## config.mk

```make
export PLATFORM = sky130hd
export DESIGN_NAME = regfile_wb_ctrl
export DESIGN_NICKNAME = d
export VERILOG_FILES = /design/src/rtl/rf_pkg.sv /design/src/rtl/rf_scoreboard.sv /design/src/rtl/regfile_wb_ctrl.sv
export SDC_FILE = /design/constraint.sdc
export NUM_CORES = 1
export LEC_CHECK = 0
export CORE_MARGIN = 5
export CORE_UTILIZATION = 40
export CTS_CLUSTER_DIAMETER = 100
export CTS_CLUSTER_SIZE = 14
export DETAILED_ROUTE_END_ITERATION = 8
export PLACE_DENSITY = 0.79
export SKIP_LAST_GASP = 1
export SYNTH_ARGS = -nofsm -noshare
export SYNTH_HDL_FRONTEND = slang
export SYNTH_SLANG_ARGS = --single-unit
export TNS_END_PERCENT = 30
```

## constraint.sdc

```tcl
create_clock -name clk -period 7.05 [get_ports clk]
set_input_delay 1.41 -clock clk [delete_from_list [all_inputs] [get_ports clk]]
set_output_delay 1.41 -clock clk [all_outputs]
set_load 0.01 [all_outputs]
```

## src/rtl/rf_pkg.sv

```systemverilog
`default_nettype none
// ============================================================================
// Module   : rf_pkg
// Brief    : Shared register-file widths and writeback requester encoding.
// Revision : 1.0 - initial release
// ============================================================================
package rf_pkg;

    localparam int REG_W     = 32;
    localparam int REG_N     = 32;
    localparam int REG_IDX_W = 5;

    typedef enum logic {
        REQ_ALU = 1'b0,
        REQ_LSU = 1'b1
    } req_e;

endpackage
`default_nettype wire

```

## src/rtl/rf_scoreboard.sv

```systemverilog
`default_nettype none
// ============================================================================
// Module   : rf_scoreboard
// Brief    : Pending-load busy vector with set/clear and sticky protocol error.
// Revision : 1.0 - initial release
// ============================================================================
module rf_scoreboard
    import rf_pkg::*;
(
    input  logic                 clk,
    input  logic                 rst,
    input  logic                 ld_issue_i,
    input  logic [REG_IDX_W-1:0] ld_issue_rd_i,
    input  logic                 lsu_acc_i,
    input  logic [REG_IDX_W-1:0] lsu_rd_i,
    output logic [REG_N-1:0]     busy_o,
    output logic                 err_o
);

    logic [REG_N-1:0] busy_q, busy_d;
    logic             err_q, err_d;
    logic             set_w, clr_w, same_w;

    always_comb begin
        set_w  = ld_issue_i && (ld_issue_rd_i != '0);
        clr_w  = lsu_acc_i && (lsu_rd_i != '0);
        same_w = set_w && clr_w && (ld_issue_rd_i == lsu_rd_i);

        busy_d = busy_q;
        // Clear first so a same-cycle set on the same index takes precedence.
        if (clr_w) busy_d[lsu_rd_i] = 1'b0;
        if (set_w) busy_d[ld_issue_rd_i] = 1'b1;
        busy_d[0] = 1'b0;

        err_d = err_q;
        if (set_w && busy_q[ld_issue_rd_i] && !same_w) err_d = 1'b1;
        if (clr_w && !busy_q[lsu_rd_i])                err_d = 1'b1;
    end

    always_ff @(posedge clk or posedge rst) begin
        if (rst) begin
            busy_q <= '0;
            err_q  <= 1'b0;
        end else begin
            busy_q <= busy_d;
            err_q  <= err_d;
        end
    end

    assign busy_o = busy_q;
    assign err_o  = err_q;

endmodule
`default_nettype wire

```

## src/rtl/regfile_wb_ctrl.sv

```systemverilog
`default_nettype none
// ============================================================================
// Module   : regfile_wb_ctrl
// Brief    : ALU/LSU writeback arbiter with registered regfile write port,
//            pending-load scoreboard and decode hazard detection.
// Revision : 1.0 - initial release
// ============================================================================
module regfile_wb_ctrl
    import rf_pkg::*;
#(
    parameter bit RR_EN = 1'b1
) (
    input  logic                 clk,
    input  logic                 rst,
    input  logic                 alu_valid,
    input  logic [REG_IDX_W-1:0] alu_rd,
    input  logic [REG_W-1:0]     alu_data,
    output logic                 alu_ready,
    input  logic                 lsu_valid,
    input  logic [REG_IDX_W-1:0] lsu_rd,
    input  logic [REG_W-1:0]     lsu_data,
    output logic                 lsu_ready,
    input  logic                 ld_issue,
    input  logic [REG_IDX_W-1:0] ld_issue_rd,
    input  logic [REG_IDX_W-1:0] chk_rs1,
    input  logic [REG_IDX_W-1:0] chk_rs2,
    output logic                 hazard,
    output logic                 rf_we,
    output logic [REG_IDX_W-1:0] rf_rd,
    output logic [REG_W-1:0]     rf_rd_data,
    output logic [REG_N-1:0]     busy,
    output logic                 err
);

    req_e                 last_q, last_d;
    logic                 rf_we_q, rf_we_d;
    logic [REG_IDX_W-1:0] rf_rd_q, rf_rd_d;
    logic [REG_W-1:0]     rf_data_q, rf_data_d;

    logic                 alu_elig_w, lsu_elig_w;
    logic                 grant_alu_w, grant_lsu_w;
    logic                 alu_acc_w, lsu_acc_w;
    logic [REG_N-1:0]     busy_w;
    logic                 err_w;

    // Arbitration: the ALU is held off while its destination awaits a load.
    always_comb begin
        alu_elig_w  = alu_valid && !busy_w[alu_rd] && !rst;
        lsu_elig_w  = lsu_valid && !rst;
        grant_lsu_w = lsu_elig_w && (!alu_elig_w || !RR_EN || (last_q == REQ_ALU));
        grant_alu_w = alu_elig_w && !grant_lsu_w;
        alu_acc_w   = grant_alu_w && alu_valid;
        lsu_acc_w   = grant_lsu_w && lsu_valid;
    end

    always_comb begin
        last_d    = last_q;
        rf_we_d   = 1'b0;
        rf_rd_d   = rf_rd_q;
        rf_data_d = rf_data_q;
        if (lsu_acc_w) begin
            last_d = REQ_LSU;
            if (lsu_rd != '0) begin
                rf_we_d   = 1'b1;
                rf_rd_d   = lsu_rd;
                rf_data_d = lsu_data;
            end
        end else if (alu_acc_w) begin
            last_d = REQ_ALU;
            if (alu_rd != '0) begin
                rf_we_d   = 1'b1;
                rf_rd_d   = alu_rd;
                rf_data_d = alu_data;
            end
        end
    end

    always_ff @(posedge clk or posedge rst) begin
        if (rst) begin
            last_q    <= REQ_ALU;
            rf_we_q   <= 1'b0;
            rf_rd_q   <= '0;
            rf_data_q <= '0;
        end else begin
            last_q    <= last_d;
            rf_we_q   <= rf_we_d;
            rf_rd_q   <= rf_rd_d;
            rf_data_q <= rf_data_d;
        end
    end

    rf_scoreboard u_scoreboard (
        .clk           (clk),
        .rst           (rst),
        .ld_issue_i    (ld_issue),
        .ld_issue_rd_i (ld_issue_rd),
        .lsu_acc_i     (lsu_acc_w),
        .lsu_rd_i      (lsu_rd),
        .busy_o        (busy_w),
        .err_o         (err_w)
    );

    // A write landing this cycle is not yet visible in the regfile read path.
    always_comb begin
        hazard = busy_w[chk_rs1] | busy_w[chk_rs2] |
                 (rf_we_q && (rf_rd_q != '0) &&
                  ((rf_rd_q == chk_rs1) || (rf_rd_q == chk_rs2)));
    end

    assign alu_ready  = grant_alu_w;
    assign lsu_ready  = grant_lsu_w;
    assign rf_we      = rf_we_q;
    assign rf_rd      = rf_rd_q;
    assign rf_rd_data = rf_data_q;
    assign busy       = busy_w;
    assign err        = err_w;

endmodule
`default_nettype wire

```

Yosys cells after proc, flatten, opt, wreduce, memory -nomap -nowiden:

Index checks and enable logic that the tools add are counted.

* $lt $le $gt $ge: 7
* equality and inequality tests: 4
* muxes and demuxes: 32
* bitwise gates (word level): 6
* reduce and logical (&&, ||, !) cells: 34

Operator list (number)
* 32-bit two-way mux: 6
* 32-bit bitwise AND: 1
* 32-bit NOT: 1
* 32-bit OR: 1
* 5-bit by 6-bit less-than comparator with 1-bit output, second input constant: 5
* 1-bit binary-select mux with 5-bit select: 5
* 5-bit two-way mux: 4
* 5-bit nonzero test: 4
* 1-bit logical AND: 18
* 5-bit == test: 3
* 1-bit two-way mux: 15
* 1-bit demux with 5-bit select: 2
* 5-bit by 1-bit >= comparator with 1-bit output, second input constant: 2
* 1-bit logical NOT: 6
* 2-bit nonzero test: 3
* 3-bit AND reduction: 1
* 1-bit logical OR: 2
* 2-bit inequality test, second input constant: 1
* 1-bit OR: 2
* 1-bit NOT: 1

* bits in registers: 71
* input bits: 94
* word-level logic and storage cells: 89

Longest topological paths before layout:

Gate-level depths: netlist of run 1.

* depth after elaboration: 16
* gate-level depth with buffers: 10

Cells and area by module:

Synthesis of run 1 repeated with hierarchy kept, for this count alone.

* cells, all modules: 517
* area, all modules: 5046.1 µm²

Modules (own cells, without submodules)
* regfile_wb_ctrl: times used 1, cells an instance 314, area an instance 3074.2 µm², seq. area each 975.9 µm²
* rf_scoreboard: times used 1, cells an instance 203, area an instance 1971.9 µm², seq. area each 800.8 µm²

Worst setup path before layout of run 1:

No wires, ideal clock.

* path kind: input to output
* start point: input alu_rd[0]
* end point: output alu_ready
* arrival: 3.165 ns
* data required time: 5.640 ns
* path slack: 2.475 ns
* cell stages on the path: 9
* buffers on the path: 3
* cells stage by stage: buf_6 > mux4_2 > a22oi_2 > o311a_1 > a32o_2 > buf_6 > buf_2 > nor3_1 > nor2_1

* word-level cells in the longest chain between the ends: 10

Ends and longest elaborated chain
* from (decl): RTL line regfile_wb_ctrl.sv:16 `input logic [REG_IDX_W-1:0] alu_rd,`
* 1-bit binary-select mux with 5-bit select: RTL line regfile_wb_ctrl.sv:48 `alu_elig_w = alu_valid && !busy_w[alu_rd] && !rst;`
* 1-bit two-way mux (not written as such): RTL line regfile_wb_ctrl.sv:48
* 1-bit logical NOT: RTL line regfile_wb_ctrl.sv:48
* 1-bit logical AND (2 in series): RTL line regfile_wb_ctrl.sv:48
* 1-bit logical NOT: RTL line regfile_wb_ctrl.sv:50 `grant_lsu_w = lsu_elig_w && (!alu_elig_w || !RR_EN || (last_q == REQ_ALU));`
* 1-bit logical OR: RTL line regfile_wb_ctrl.sv:50
* 1-bit logical AND: RTL line regfile_wb_ctrl.sv:50
* named net lsu_ready: RTL line regfile_wb_ctrl.sv:22 `output logic lsu_ready,`
* 1-bit logical NOT: RTL line regfile_wb_ctrl.sv:51 `grant_alu_w = alu_elig_w && !grant_lsu_w;`
* 1-bit logical AND: RTL line regfile_wb_ctrl.sv:51
* to (decl): RTL line regfile_wb_ctrl.sv:18 `output logic alu_ready,`

The timed path passes the listed nets, and every way through them passes these cells. The select of a mux whose other input is x is not followed.

Final worst setup path of run 1:

* start point: input alu_rd[0]
* end point: output alu_ready

* word-level cells in the longest chain between the ends: 10

Ends and longest elaborated chain (RTL line)
* 1-bit binary-select mux with 5-bit select *: regfile_wb_ctrl.sv:48
* 1-bit two-way mux (not written as such) *: regfile_wb_ctrl.sv:48
* 1-bit logical NOT *: regfile_wb_ctrl.sv:48
* 1-bit logical AND * (2 in series): regfile_wb_ctrl.sv:48
* 1-bit logical NOT: regfile_wb_ctrl.sv:50
* 1-bit logical OR: regfile_wb_ctrl.sv:50
* 1-bit logical AND: regfile_wb_ctrl.sv:50
* 1-bit logical NOT: regfile_wb_ctrl.sv:51
* 1-bit logical AND *: regfile_wb_ctrl.sv:51

Mark *: on every way between the ends. The rest lies on a longest branch, timed or not. The select of a mux whose other input is x is not followed.

==> results of run 1 <==
==> metal layers <==
| layer | track usage (%) | up-vias |
|---|---|---|
| met5 | 0 | - |
| met4 | 9.49 | 0 |
| met3 | 4.44 | 38 |
| met2 | 39.2 | 305 |
| met1 | 32.9 | 2338 |
| li1 | - | 2016 |
==> cells in the final DEF, fill, tap and decap left out, drive strengths merged, types with 2 or more instances in the layout <==
master,count
dfrtp,71
o21a,2
a21oi,3
or3,38
nor4,2
bufinv,4
nand3b,6
mux2i,7
nand2,60
buf,4
xor2,6
nand2b,5
nor2,13
and2,2
a211oi,2
clkbuf,9
nor3b,2
nor2b,8
a22o,10
clkdlybuf4s50,166
o311a,2
clkinvlp,2
o31ai,23
nand3,9
o221a,36
o21ai,6
inv,5
mux4,39
nor3,5
mux2,7
xnor2,9
a221oi,2
nand4,5
==> cells in the mapped netlist, drive strengths merged (3+ instances only) <==
| cell | n |
|---|---|
| nor2 | 13 |
| o221a | 36 |
| nand3 | 9 |
| o31ai | 23 |
| mux2 | 7 |
| xor2 | 6 |
| nor2b | 8 |
| mux2i | 7 |
| mux4 | 39 |
| or3 | 38 |
| dfrtp | 71 |
| xnor2 | 9 |
| o21ai | 6 |
| a22o | 10 |
| buf | 21 |
| nand4 | 5 |
| clkbuf | 21 |
| nand3b | 6 |
| nand2b | 5 |
| inv | 4 |
| a21oi | 3 |
| nor3 | 5 |
| nand2 | 60 |
==> path summary, 6_finish.rpt <==
kind	from	to	slack (ns)	depth (start not counted)
worst min-delay path	u_scoreboard.err_o$_DFFE_PP0P_	u_scoreboard.err_o$_DFFE_PP0P_	0.49	1
worst min register to register	u_scoreboard.err_o$_DFFE_PP0P_	u_scoreboard.err_o$_DFFE_PP0P_	0.49	1
max in group asynchronous	rst	u_scoreboard.busy_o[19]$_DFF_PP0_	4.51	3
worst max-delay path	alu_rd[0]	alu_ready	1.53	8
min in group asynchronous	rst	rf_rd_data[31]$_DFFE_PP0P_	1.51	2
worst max register to register	u_scoreboard.busy_o[6]$_DFF_PP0_	rf_rd_data[22]$_DFFE_PP0P_	3.88	7
==> registers in the layout, indices dropped and copies added, names as in the netlist <==
register / cells
rf_rd: 5
u_scoreboard.busy_o: 31
u_scoreboard.err_o: 1
rf_we: 1
rf_rd_data: 32
last_q: 1
==> power by group through the flow <==
stage | registers [uW] | logic, uW | clock network, uW
final | 672 | 717 | 568
after detailed placement | 670 | 714 | 0
after floorplan | 654 | 347 | 0
after global routing | 683 | 765 | 590
after CTS | 665 | 721 | 573
after global placement | 662 | 703 | 0
==> stage by stage <==
| stage | total power, uW | setup WS [ns] | cells |
|---|---|---|---|
| 3_3_place_gp | 1360 | 1.57 | 716 |
| 3_5_place_dp | 1380 | 1.51 | 716 |
| 6_report | 1960 | 1.53 | 732 |
| 4_1_cts | 1960 | 1.50 | 732 |
| 2_1_floorplan | 1000 | 2.48 | 441 |
| 5_1_grt | 2040 | 1.38 | 732 |
==> final cells by class <==
class	instances	area (um^2)
fill	1014	5100
multi-input combinational	324	2880
sequential	71	1780
timing repair buffer	170	1690
clock buffer	9	225
tap	147	184
clock inverter	7	144
inverter	4	15.0
==> worst max-delay path: stages <==
cell and delay, ns:
clkdlybuf4s50_1 0.75, mux4_1 0.62, nor2b_1 0.13, o311a_1 0.29, a32o_2 0.22, nor3_1 0.05, nor2_1 0.09, clkdlybuf4s50_1 0.54
==> cells by family after synthesis <==
logic type | share of synthesized area (%)
flip-flops | 36.4
AO/OA/AOI/OAI | 18.3
AND/OR/NAND/NOR | 16.4
multiplexers | 21.1
buffers and inverters | 5.04
XOR/XNOR | 2.69
other | 0.0767
==> impl_metrics.csv, run 1 <==
group,metric,value,unit
sta,fin_skew,0.00892,ns
sta,setup_tns,0,ns
global_route,grt_max_degree,64,
setup_path,worstPathRequired,5.64,ns
yosys,postSynthCellCount,441,
yosys,yosys_warnings,0,
routing,drt-met1-wl,7140,um
run_status,status,"finished, final reports clean",
yosys,synth_edf_count,0,
final_layout,final_util,57.6,%
final_layout,syn2layout_area_growth,41.5,%
routing,wire_per_inst,24.4,um
hold_path,hold_path_class,"reg2reg",
sta,drv_slew,0,
placed_design,gp_congestion,1.00,
routing,wl_met3,1790,um
power,pwr-share-seq,34.3,%
yosys,async_flop_share,100,%
clocking,postCtsHoldBufs,0,
power,power_frac_clock,29.0,%
global_route,grt_pass1_wl,27600,um
routing,drt-vias-per-instance,6.42,
final_layout,final_cell_area,6910,um^2
yosys,ys.flop_type,"dfrtp_1",
power,power.density,283,nW/um^2
sta,period_share,78.3,%
yosys,synth_seq_area_share,36.4,%
yosys,synth_cell_types,52,
yosys,synth_top_area_share,36.4,%
clocking,numCtsBuffers,9,
power,intPower,1330,uW
setup_path,cp_max_fo,11,
routing,post-route-drc-count,0,
sta,finalWorstPathRequiredPeriod,5.52,ns
yosys,synthTopCellsByArea,"dfrtp_1 (36%), mux4_2 (18%), o221a_1 (6.7%), or3_1 (4.9%), nand2_1 (4.5%)",
floorplanning,start_util,40.7,%
clocking,cts_tree,"yes",
power,switching_share,32.2,%
final_layout,n_antenna_cell,0,
sta,holdWs,0.493,ns
final_layout,nets,674,
clocking,path_clk_slew,0.06,ns
routing,ant_nets,0,
routing,highest_layer,"met4",
setup_path,crit_type,"in2out",
setup_path,crit_arrival,4.11,ns
clocking,clk_latency,0.34,ns
placed_design,dp.final_hpwl,12900,um
global_route,antenna_found_initial,0,
power,ir_drop,0.151,mV
sta,setup_viol,0,
clocking,root_buffer,"clkbuf_16",
global_route,grt_use_total,24.4,%
floorplanning,row_count,40,
floorplanning,dieHeight,121,um
placed_design,numPortBuffers,166,
yosys,syn_avg_cell_area,11.1,um^2
floorplanning,floorplan.core_area,12000,um^2
yosys,syn_nets,535,
clocking,post_cts_buffers,0,
clocking,cts_resized,0,
floorplanning,io_pins,168,
placed_design,dpl_cell_area,6550,um^2
sta,tightest_slew,0.906,ns
floorplanning,dieArea,14500,um^2
routing,wl_met2,8460,um
global_route,grt_overflow_total,0,
clocking,cts-htree-levels,3,
clocking,cts_buffer_depth,2,
job,max_cap_viol_count,0,
final_layout,drive_gt1_share,13.7,%
sta,rsz0062_at_grt,"false",
sta,relSlewSlack,39.5,%
yosys,yosys.area.top_type,"dfrtp_1",
global_route,grt_pass1_vias,4848,
power,leakagePower,0.00254,uW
clocking,cts.sink_count,71,
setup_path,crit_path_end_kind,"primary output",
yosys,ys_seq_elements,71,
yosys,synth_area,4890,um^2
sta,hold_viol_final,0,
routing,vias,4697,
routing,wirelength,17800,um
power,power.switching,630,uW
routing,drt_first_pass_iters,5,
floorplanning,fp.dieW,121,um
setup_path,crit_path_start_kind,"input port",
routing,drt_iter0_markers,577,
power,pwr-share-comb,36.7,%
sta,fmax,0.181,GHz
Power figures use the tool's default switching activity.
==> inputs of run 2 (changes only) <==
- PLACE_DENSITY: 0.79 -> 0.82
- clock period: 7.05 -> 4.83 ns (I/O delays scaled with it)
==> run 2 against run 1 <==
  * Critical path depth is the same
  * Register-to-register slack worse by 2.2 ns
  * Clock power up 28%
  * Sequential power up 46%
  * Count of clock-buffer cells in the layout grew 4
  * Worst hold slack gained 0.017 ns
  * Via count increased by 0.28%
  * Wire length is 2.0% higher
  * Clock skew down 0.0031 ns
==> impl_metrics.csv, run 2 (synthesis gave the netlist of run 1 again) <==
group,metric,value,unit
global_route,grt_overflow_total,0,
floorplanning,dieHeight,121,um
setup_path,r2r-end,"rf_rd_data[15]$_DFFE_PP0P_",
global_route,grt_use_total,25.0,%
setup_path,worstPathRequired,3.86,ns
routing,drt_iter0_markers,541,
power,pwr-share-comb,38.1,%
setup_path,r2r_cells,7,
global_route,grt_pass1_wl,28500,um
sta,setup_viol,0,
routing,drt-vias-per-instance,6.37,
floorplanning,fp.dieW,121,um
clocking,cts_resized,0,
power,leakagePower,0.00256,uW
clocking,cts.sink_count,71,
clocking,cts_buffer_depth,2,
floorplanning,floorplan.core_area,12000,um^2
clocking,root_buffer,"clkbuf_16",
clocking,cts_tree,"yes",
power,pwr-share-seq,35.6,%
sta,tightest_slew,0.938,ns
floorplanning,io_pins,168,
placed_design,dp.final_hpwl,13100,um
setup_path,crit_arrival,3.70,ns
clocking,postCtsHoldBufs,0,
final_layout,fin_cells,739,
clocking,path_clk_slew,0.05,ns
routing,post-route-drc-count,0,
placed_design,numPortBuffers,166,
sta,setup_tns,0,ns
sta,hold_viol_final,0,
clocking,clk_latency,0.34,ns
floorplanning,start_util,40.7,%
setup_path,crit_buf_inv,2,
global_route,grt_pass1_vias,4979,
power,power.density,400,nW/um^2
setup_path,slowest_stage,"clkdlybuf4s50_1",
power,power.switching,903,uW
setup_path,cp_max_fo,12,
power,intPower,1860,uW
hold_path,whs_endpoint,"u_scoreboard.err_o$_DFFE_PP0P_",
power,power_frac_clock,26.3,%
routing,vias,4710,
setup_path,r2r_setup_slack,1.67,ns
final_layout,syn2layout_area_growth,41.7,%
setup_path,cpMostUsedCell,"clkdlybuf4s50_1",
setup_path,crit_chain,"clkdlybuf4s50_1 > mux4_2 > o22ai_1 > o22a_1 > a21o_2 > nand2_1 > nor2_1 > clkdlybuf4s50_1",
hold_path,hp-start,"u_scoreboard.err_o$_DFFE_PP0P_",
final_layout,nets,681,
setup_path,crit_path_end_kind,"primary output",
routing,drt_first_pass_iters,5,
setup_path,critical_path.top_delay_family,"buffers and inverters",
clocking,numCtsBuffers,9,
routing,wirelength,18200,um
job,max_cap_viol_count,0,
global_route,grt_max_degree,64,
final_layout,n_antenna_cell,0,
setup_path,crit_type,"in2out",
sta,rsz0062_at_grt,"false",
setup_path,crit_path_start_kind,"input port",
routing,wire_per_inst,24.6,um
sta,fin_skew,0.00580,ns
power,ir_drop,0.185,mV
clocking,post_cts_buffers,0,
placed_design,gp_congestion,0.937,
setup_path,cp_slowest_stage_delay,0.81,ns
floorplanning,dieArea,14500,um^2
hold_path,hold_path_depth,1,
final_layout,final.fill_count,1013,
setup_path,reg2reg_from,"u_scoreboard.busy_o[13]$_DFF_PP0_",
placed_design,place_inst,723,
sta,finalWorstPathRequiredPeriod,4.67,ns
run_status,status,"finished, final reports clean",
sta,period_share,96.7,%
hold_path,hold_path_class,"reg2reg",
routing,ant_nets,0,
global_route,antenna_found_initial,0,
final_layout,drive_gt1_share,14.4,%
power,switching_share,32.6,%
floorplanning,row_count,40,
sta,drv_slew,0,
sta,relSlewSlack,37.4,%
clocking,cts-htree-levels,3,
final_layout,largest_register_ffs,32,
final_layout,layout_commonest_cell,"clkdlybuf4s50_1",
final_layout,final_cell_mix,"clkdlybuf4s50_1 (166), dfrtp_1 (71), nand2_1 (59)",
sta,fmax,0.214,GHz
==> run 2: changes by cell type in the layout (fill, tap and decap cells not counted) <==
cell,change
buf_4,+7
bufinv_16,-2
clkbuf_1,+2
clkbuf_8,+2
clkinv_2,+1
clkinvlp_4,-2
inv_6,-1
==> run 2: how the worst max path moves through the flow <==
stage / start / end / slack (ns) / cells past startpoint
2_1_floorplan: alu_rd[0] / alu_ready / 1.14 / 9
3_3_place_gp: alu_rd[1] / alu_ready / 0.29 / 8
3_5_place_dp: alu_rd[1] / alu_ready / 0.21 / 8
4_1_cts: alu_rd[1] / alu_ready / 0.19 / 8
5_1_grt: alu_rd[1] / alu_ready / 0.04 / 8
6_report: alu_rd[1] / alu_ready / 0.16 / 8
==> run 2: worst reg2reg max path, delay by kind of cell (launching register included) <==
kind,cells,cell delay (ns)
DFF,1,0.48
muxes,1,0.53
AOI/OAI and AO/OA,5,1.52
buffers and inverters,1,0.49
==> run 2: cell type report <==
class | instances | area [um^2] | area share, %
Sequential cell | 71 | 1780 | 25.7
Inverter | 4 | 15.0 | 0.217
Timing Repair Buffer | 177 | 1740 | 25.2
Multi-Input combinational cell | 324 | 2880 | 41.6
Clock buffer | 13 | 260 | 3.76
Clock inverter | 3 | 65.1 | 0.940
Tap cell | 147 | 184 | 2.66
==> run 2: stage by stage <==
stage          power (uW)  hold slack [ns]  util, %  worst slack [ns]  instance area (um^2)
6_report             2770            0.510     57.6             0.160                  6920
5_1_grt              2890            0.538     57.6            0.0449                  6920
4_1_cts              2770            0.524     57.6             0.193                  6920
3_5_place_dp         2040            0.490     54.9             0.206                  6600
3_3_place_gp         2000            0.492     54.9             0.293                  6600
2_1_floorplan        1460            0.518        -              1.14                  4890
==> run 2: layer usage <==
| metal | vias up | part of all wire, % | global-route usage (%) |
|---|---|---|---|
| li1 | 2025 | - | - |
| met1 | 2317 | 39 | 33.3 |
| met2 | 321 | 47 | 38.7 |
| met3 | 47 | 11 | 6.74 |
| met4 | 0 | 3.0 | 10.6 |
| met5 | - | 0 | 0 |
==> run 2: power groups by stage <==
stage / clock, uW / sequential, uW / combinational, uW
after global routing: 761 / 1000 / 1130
after global placement: 0 / 963 / 1040
after floorplan: 0 / 955 / 507
after detailed placement: 0 / 982 / 1060
final: 728 / 984 / 1050
after CTS: 740 / 973 / 1060
